`src/rtl/jump_charge_ctrl.sv`:
```
// jump_charge_ctrl: debounced button hold -> charge velocity and squeeze, one-cycle jump pulse, landing wait.
// Define JUMP_CHARGE_CTRL_OVERCHARGE_EN to auto-launch after OVERCHARGE_TICKS ticks at V_MAX.
//   state   | meaning
//   IDLE    | waiting for an enabled press
//   CHARGE  | button held, velocity and squeeze ramp per tick
//   LAUNCH  | one cycle: latch velocity, pulse o_jump_en
//   AIR     | waiting for i_jump_done or timeout
//   RECOVER | waiting for the button to be released
module jump_charge_ctrl #(
  parameter int TICK_DIV       = 251750,
  parameter int DEBOUNCE_TICKS = 2,
  parameter int V_MIN          = 8,
  parameter int V_STEP         = 2,
  parameter int V_MAX          = 200,
  parameter int SQ_TICKS       = 8,
  parameter int JUMP_TIMEOUT   = 300
`ifdef JUMP_CHARGE_CTRL_OVERCHARGE_EN
  , parameter int OVERCHARGE_TICKS = 50
`endif
) (
  input  logic       clk_jump_charge_ctrl,
  input  logic       rst_jump_charge_ctrl,
  input  logic       i_btn,
  input  logic       i_enable,
  input  logic       i_jump_done,
  output logic [7:0] o_jump_v_init,
  output logic [2:0] o_squeeze_man,
  output logic       o_jump_en,
  output logic       o_busy,
  output logic       o_timeout,
  output logic [2:0] o_state
);

  localparam int TW = (TICK_DIV > 1) ? $clog2(TICK_DIV) : 1;
  localparam int DW = $clog2(DEBOUNCE_TICKS + 1);
  localparam int AW = $clog2(JUMP_TIMEOUT + 1);

  typedef enum logic [2:0] {
    IDLE    = 3'd0,
    CHARGE  = 3'd1,
    LAUNCH  = 3'd2,
    AIR     = 3'd3,
    RECOVER = 3'd4
  } state_t;

  state_t state, state_nxt;

  logic [TW-1:0] tick_cnt;
  logic          tick;
  logic          btn_s1, btn_s2, btn_db, btn_db_q;
  logic [DW-1:0] db_cnt;
  logic          btn_press, btn_rel;
  logic [7:0]    v_acc, v_nxt, n, n_nxt, sq_div;
  logic [8:0]    v_sum;
  logic [2:0]    sq_nxt;
  logic [AW-1:0] air_cnt;
  logic          air_timeout;
  logic          overcharge;

  assign tick = (tick_cnt == TW'(TICK_DIV - 1));

  always_ff @(posedge clk_jump_charge_ctrl) begin
    if (rst_jump_charge_ctrl) begin
      tick_cnt <= '0;
      btn_s1   <= 1'b0;
      btn_s2   <= 1'b0;
      btn_db   <= 1'b0;
      btn_db_q <= 1'b0;
      db_cnt   <= '0;
    end else begin
      tick_cnt <= tick ? '0 : tick_cnt + TW'(1);
      btn_s1   <= i_btn;
      btn_s2   <= btn_s1;
      btn_db_q <= btn_db;
      if (tick) begin
        if (btn_s2 != btn_db) begin
          if (db_cnt == DW'(DEBOUNCE_TICKS - 1)) begin
            btn_db <= btn_s2;
            db_cnt <= '0;
          end else begin
            db_cnt <= db_cnt + DW'(1);
          end
        end else begin
          db_cnt <= '0;
        end
      end
    end
  end

  assign btn_press = btn_db & ~btn_db_q;
  assign btn_rel   = ~btn_db & btn_db_q;

  // Charge arithmetic on 9 bits so the saturation compare cannot wrap.
  assign v_sum  = {1'b0, v_acc} + 9'(V_STEP);
  assign v_nxt  = (v_sum > 9'(V_MAX)) ? 8'(V_MAX) : v_sum[7:0];
  assign n_nxt  = (n == 8'hFF) ? n : n + 8'd1;
  assign sq_div = n_nxt / 8'(SQ_TICKS);
  assign sq_nxt = (sq_div > 8'd7) ? 3'd7 : sq_div[2:0];

  assign air_timeout = tick && (air_cnt == AW'(JUMP_TIMEOUT - 1));

`ifdef JUMP_CHARGE_CTRL_OVERCHARGE_EN
  localparam int OW = $clog2(OVERCHARGE_TICKS + 1);
  logic [OW-1:0] oc_cnt;

  assign overcharge = tick && (v_acc == 8'(V_MAX)) && (oc_cnt == OW'(OVERCHARGE_TICKS - 1));

  always_ff @(posedge clk_jump_charge_ctrl) begin
    if (rst_jump_charge_ctrl || state != CHARGE)
      oc_cnt <= '0;
    else if (tick && v_acc == 8'(V_MAX))
      oc_cnt <= oc_cnt + OW'(1);
  end
`else
  assign overcharge = 1'b0;
`endif

  always_ff @(posedge clk_jump_charge_ctrl) begin
    if (rst_jump_charge_ctrl) state <= IDLE;
    else                      state <= state_nxt;
  end

  always_comb begin
    state_nxt = state;
    unique case (state)
      IDLE:    if (btn_press && i_enable) state_nxt = CHARGE;
      CHARGE: begin
        if (!i_enable)                   state_nxt = IDLE;
        else if (btn_rel || overcharge)  state_nxt = LAUNCH;
      end
      LAUNCH:  state_nxt = AIR;
      AIR:     if (i_jump_done || air_timeout) state_nxt = RECOVER;
      RECOVER: if (tick && !btn_db) state_nxt = IDLE;
      default: state_nxt = IDLE;
    endcase
  end

  // Launch values are latched on entry so they line up with the o_jump_en pulse.
  always_ff @(posedge clk_jump_charge_ctrl) begin
    if (rst_jump_charge_ctrl) begin
      v_acc         <= '0;
      n             <= '0;
      air_cnt       <= '0;
      o_jump_v_init <= '0;
      o_squeeze_man <= '0;
      o_jump_en     <= 1'b0;
      o_timeout     <= 1'b0;
    end else begin
      o_jump_en <= (state_nxt == LAUNCH);
      case (state)
        IDLE: begin
          o_squeeze_man <= '0;
          if (state_nxt == CHARGE) begin
            v_acc <= 8'(V_MIN);
            n     <= '0;
          end
        end
        CHARGE: begin
          if (state_nxt == IDLE) begin
            o_squeeze_man <= '0;
          end else if (state_nxt == LAUNCH) begin
            o_jump_v_init <= v_acc;
            o_squeeze_man <= '0;
            o_timeout     <= 1'b0;
          end else if (tick) begin
            n             <= n_nxt;
            v_acc         <= v_nxt;
            o_squeeze_man <= sq_nxt;
          end
        end
        LAUNCH: air_cnt <= '0;
        AIR: begin
          if (!i_jump_done && air_timeout) o_timeout <= 1'b1;
          else if (tick)                   air_cnt   <= air_cnt + AW'(1);
        end
        default: ;
      endcase
    end
  end

  assign o_busy  = (state != IDLE);
  assign o_state = state;

endmodule

```
`config.mk`:
```
export PLATFORM = sky130hd
export DESIGN_NAME = jump_charge_ctrl
export DESIGN_NICKNAME = d
export VERILOG_FILES = /design/src/rtl/jump_charge_ctrl.sv
export SDC_FILE = /design/constraint.sdc
export NUM_CORES = 1
export LEC_CHECK = 0
export CORE_MARGIN = 2
export CORE_UTILIZATION = 58
export CTS_CLUSTER_DIAMETER = 40
export CTS_CLUSTER_SIZE = 14
export DETAILED_ROUTE_END_ITERATION = 8
export PLACE_DENSITY_LB_ADDON = 0.08
export RECOVER_POWER = 100
export REMOVE_ABC_BUFFERS = 1
export SYNTH_ARGS = -nofsm -noshare
export SYNTH_HDL_FRONTEND = slang
export SYNTH_SLANG_ARGS = --single-unit
```
`constraint.sdc`:
```
create_clock -name clk_jump_charge_ctrl -period 2.7 [get_ports clk_jump_charge_ctrl]
set_input_delay 0.54 -clock clk_jump_charge_ctrl [delete_from_list [all_inputs] [get_ports clk_jump_charge_ctrl]]
set_output_delay 0.54 -clock clk_jump_charge_ctrl [all_outputs]
set_load 0.005 [all_outputs]
```
==> out/qor.csv <==
metric,value,unit
crit path cell chain,dlygate4sd3_1 > clkbuf_1 > nand2b_1 > clkbuf_1 > nor2_1,
CP max FO,13,
synthesized area per cell,8.393,um2
Area Growth Syn to Fin,12.65,%
fill count,485,
Clock Pin Slew Worst Setup and Hold Paths,70,ps
die footprint,0.005955,mm2
maximum vdd drop,0.0003700,V
setup bufs post-CTS,0,
TritonCTS clock tree,yes,
Final Hold Vio Count,0,
dpl cell area,0.003347,mm2
Vias/cell,5.669,
CTS Buffer Depth,2,
design area,0.003498,mm2
drc violations,0,
WL/cell,13.42,um
Final GP Congestion,0.8044,
Final Net Count,397,
vias in the first global route,2444,
Sequential Area,0.001261,mm2
hold crit path type,register to register,
min cycle time layout,2386,ps
Ys Warns,0,
synthesis-stage register bit count,63,
Post-synth EDFFs,0,
Core ar.,0.005140,mm2
power per standard cell area,491.2,mW/mm2
max_slew headroom,0.2881,
Synth Cell Area,0.003105,mm2
Slew @ Worst Pin,1068,ps
first-pass GRT wire length,11.06,mm
RSZ-0062 raised after global routing,no,
Leak,0.001260,uW
FMAX,419.1,MHz
Die H,77.17,um
ratio of cells with drive above 1 in the final layout,0.06888,
number of DRC markers in iteration 0,175,
Post-synth ARST share,0,
Critical Path AT,2600,ps
"worst slack, placed",235.9,ps
post-CTS sizing,0,
# IOs,22,
crit path kind,primary input to register,
Final ANT Viol Nets,0,
Worst-Skew Late Latency,340,ps
grt ovf,0,
"commonest non-fill, non-tap cells in the layout","dfxtp_1, nor2_1, nand2_1",
final wirelength,6.199,mm
via count,2619,
Max Transition Viols Final,0,
# hold bufs at CTS,0,
Cells after Synth,370,
cell mode on critical path,clkbuf_1,
gr usage total,0.2292,
multi-input logic area,0.001724,mm2
total CTS buffers,9,
Detail Placement HPWL,4.184,mm
Critical-path top delay cell,dlygate4sd3_1,
CTS root buffer,clkbuf_8,
largest net degree at the start of global routing,26,
Hold WS,438.8,ps
"most common cell after layout, fill and taps aside",dfxtp_1,
nature of the critical path endpoint,register,
port bufs,20,
# setup viols final,0,
Synth Flop Type,dfxtp_1,
period utilization,0.8837,
setup TNS,0,ps
critical path launch point type,primary input,
TritonCTS sink count,63,
Max Cap Violations,0,
Starting Density,0.6042,
H-tree depth,3,
Required @ worst endpoint,2910,ps
status,"complete, no violations",
CP peak stage delay,680,ps
clock skew,7.112,ps
Site Rows,26,
n_diodes,0,
worst setup margin,314.1,ps
"Seq/Total Area, Yosys",0.4061,
Horiz. Die Dim,77.17,um
initial antenna violation count,0,
first drt pass iteration count,4,
unique cell type count in the Yosys netlist,53,
[power by group]
group	switching [uW]	internal, uW
Combinational	23.4	13.8
Clock	362	381
Sequential	4.81	934
Total	390	1330
[cell usage after synthesis (4+ instances only)]
cell type  instances  area (um2)
xnor2_1           12       105.1
nor2_1            54       202.7
a211oi_1           4       30.03
nand4_1            7       43.79
a21oi_1           21       105.1
dfxtp_1           63        1261
mux2i_1            9       90.09
nor3_1             8       40.04
ha_1               5       62.56
a31oi_1            4       25.02
xor2_1            14       122.6
nor2b_1            6       37.54
nand3_1           23       115.1
nand2b_1           5       31.28
and3_1             6       37.54
clkbuf_1          15       56.30
o21ai_0           12       60.06
nand3b_1           4       30.03
nand2_1           34       127.6
o31ai_1            4       30.03
inv_1              6       22.52
[stage by stage]
stage,power [uW],std cells,utilization
after floorplan,975.9,351,-
after global placement,998.7,446,0.6512
after detailed placement,999.9,446,0.6512
after CTS,1731,462,0.6855
after global routing,1776,462,0.6806
final,1719,462,0.6806
[cell type report]
cell class	count	area share
multi-input combinational	282	0.4928
sequential	63	0.3605
timing repair buffer	25	0.06474
clock buffer	13	0.04542
tap	70	0.02504
inverter	6	0.006438
clock inverter	3	0.005007
[flip-flops by register name, summed over array words and instances (netlist names)]
name / count
btn_s1: 1
btn_db: 1
o_timeout: 1
air_cnt: 9
o_jump_en: 1
o_state: 3
n: 8
o_squeeze_man: 3
o_jump_v_init: 7
btn_s2: 1
tick_cnt: 18
v_acc: 7
btn_db_q: 1
db_cnt: 2
[critical path: cells and delay by family]
kind,cells,cell delay [ps]
and+or+nand+nor,2,450
buffers and inverters,3,1610
[path summary, 6_finish.rpt]
path	start	to	slack, ps	depth (start not counted)
max	rst_jump_charge_ctrl	tick_cnt[11]$_SDFF_PP0_	310	5
min	btn_s1$_SDFF_PP0_	btn_s2$_SDFF_PP0_	440	1
max reg2reg	tick_cnt[0]$_SDFF_PP0_	tick_cnt[11]$_SDFF_PP0_	430	7
min reg2reg	btn_s1$_SDFF_PP0_	btn_s2$_SDFF_PP0_	440	1
[kinds of logic after synthesis]
family,share of synthesized area
AO/OA/AOI/OAI,0.1330
buffers and inverters,0.03424
flip-flops,0.4061
other,0.001208
XOR/XNOR,0.07333
AND/OR/NAND/NOR,0.2961
multiplexers,0.03264
adder cells (fa/ha/maj),0.02337
[layer usage]
metal	vias to the layer above	share of wire	global-route usage
met5	-	0	0
met3	10	0.049	0.07412
li1	1329	-	-
met2	65	0.46	0.3591
met1	1215	0.47	0.3040
met4	0	0.018	0.06250
Note: power is estimated with default switching activity, not from simulation.
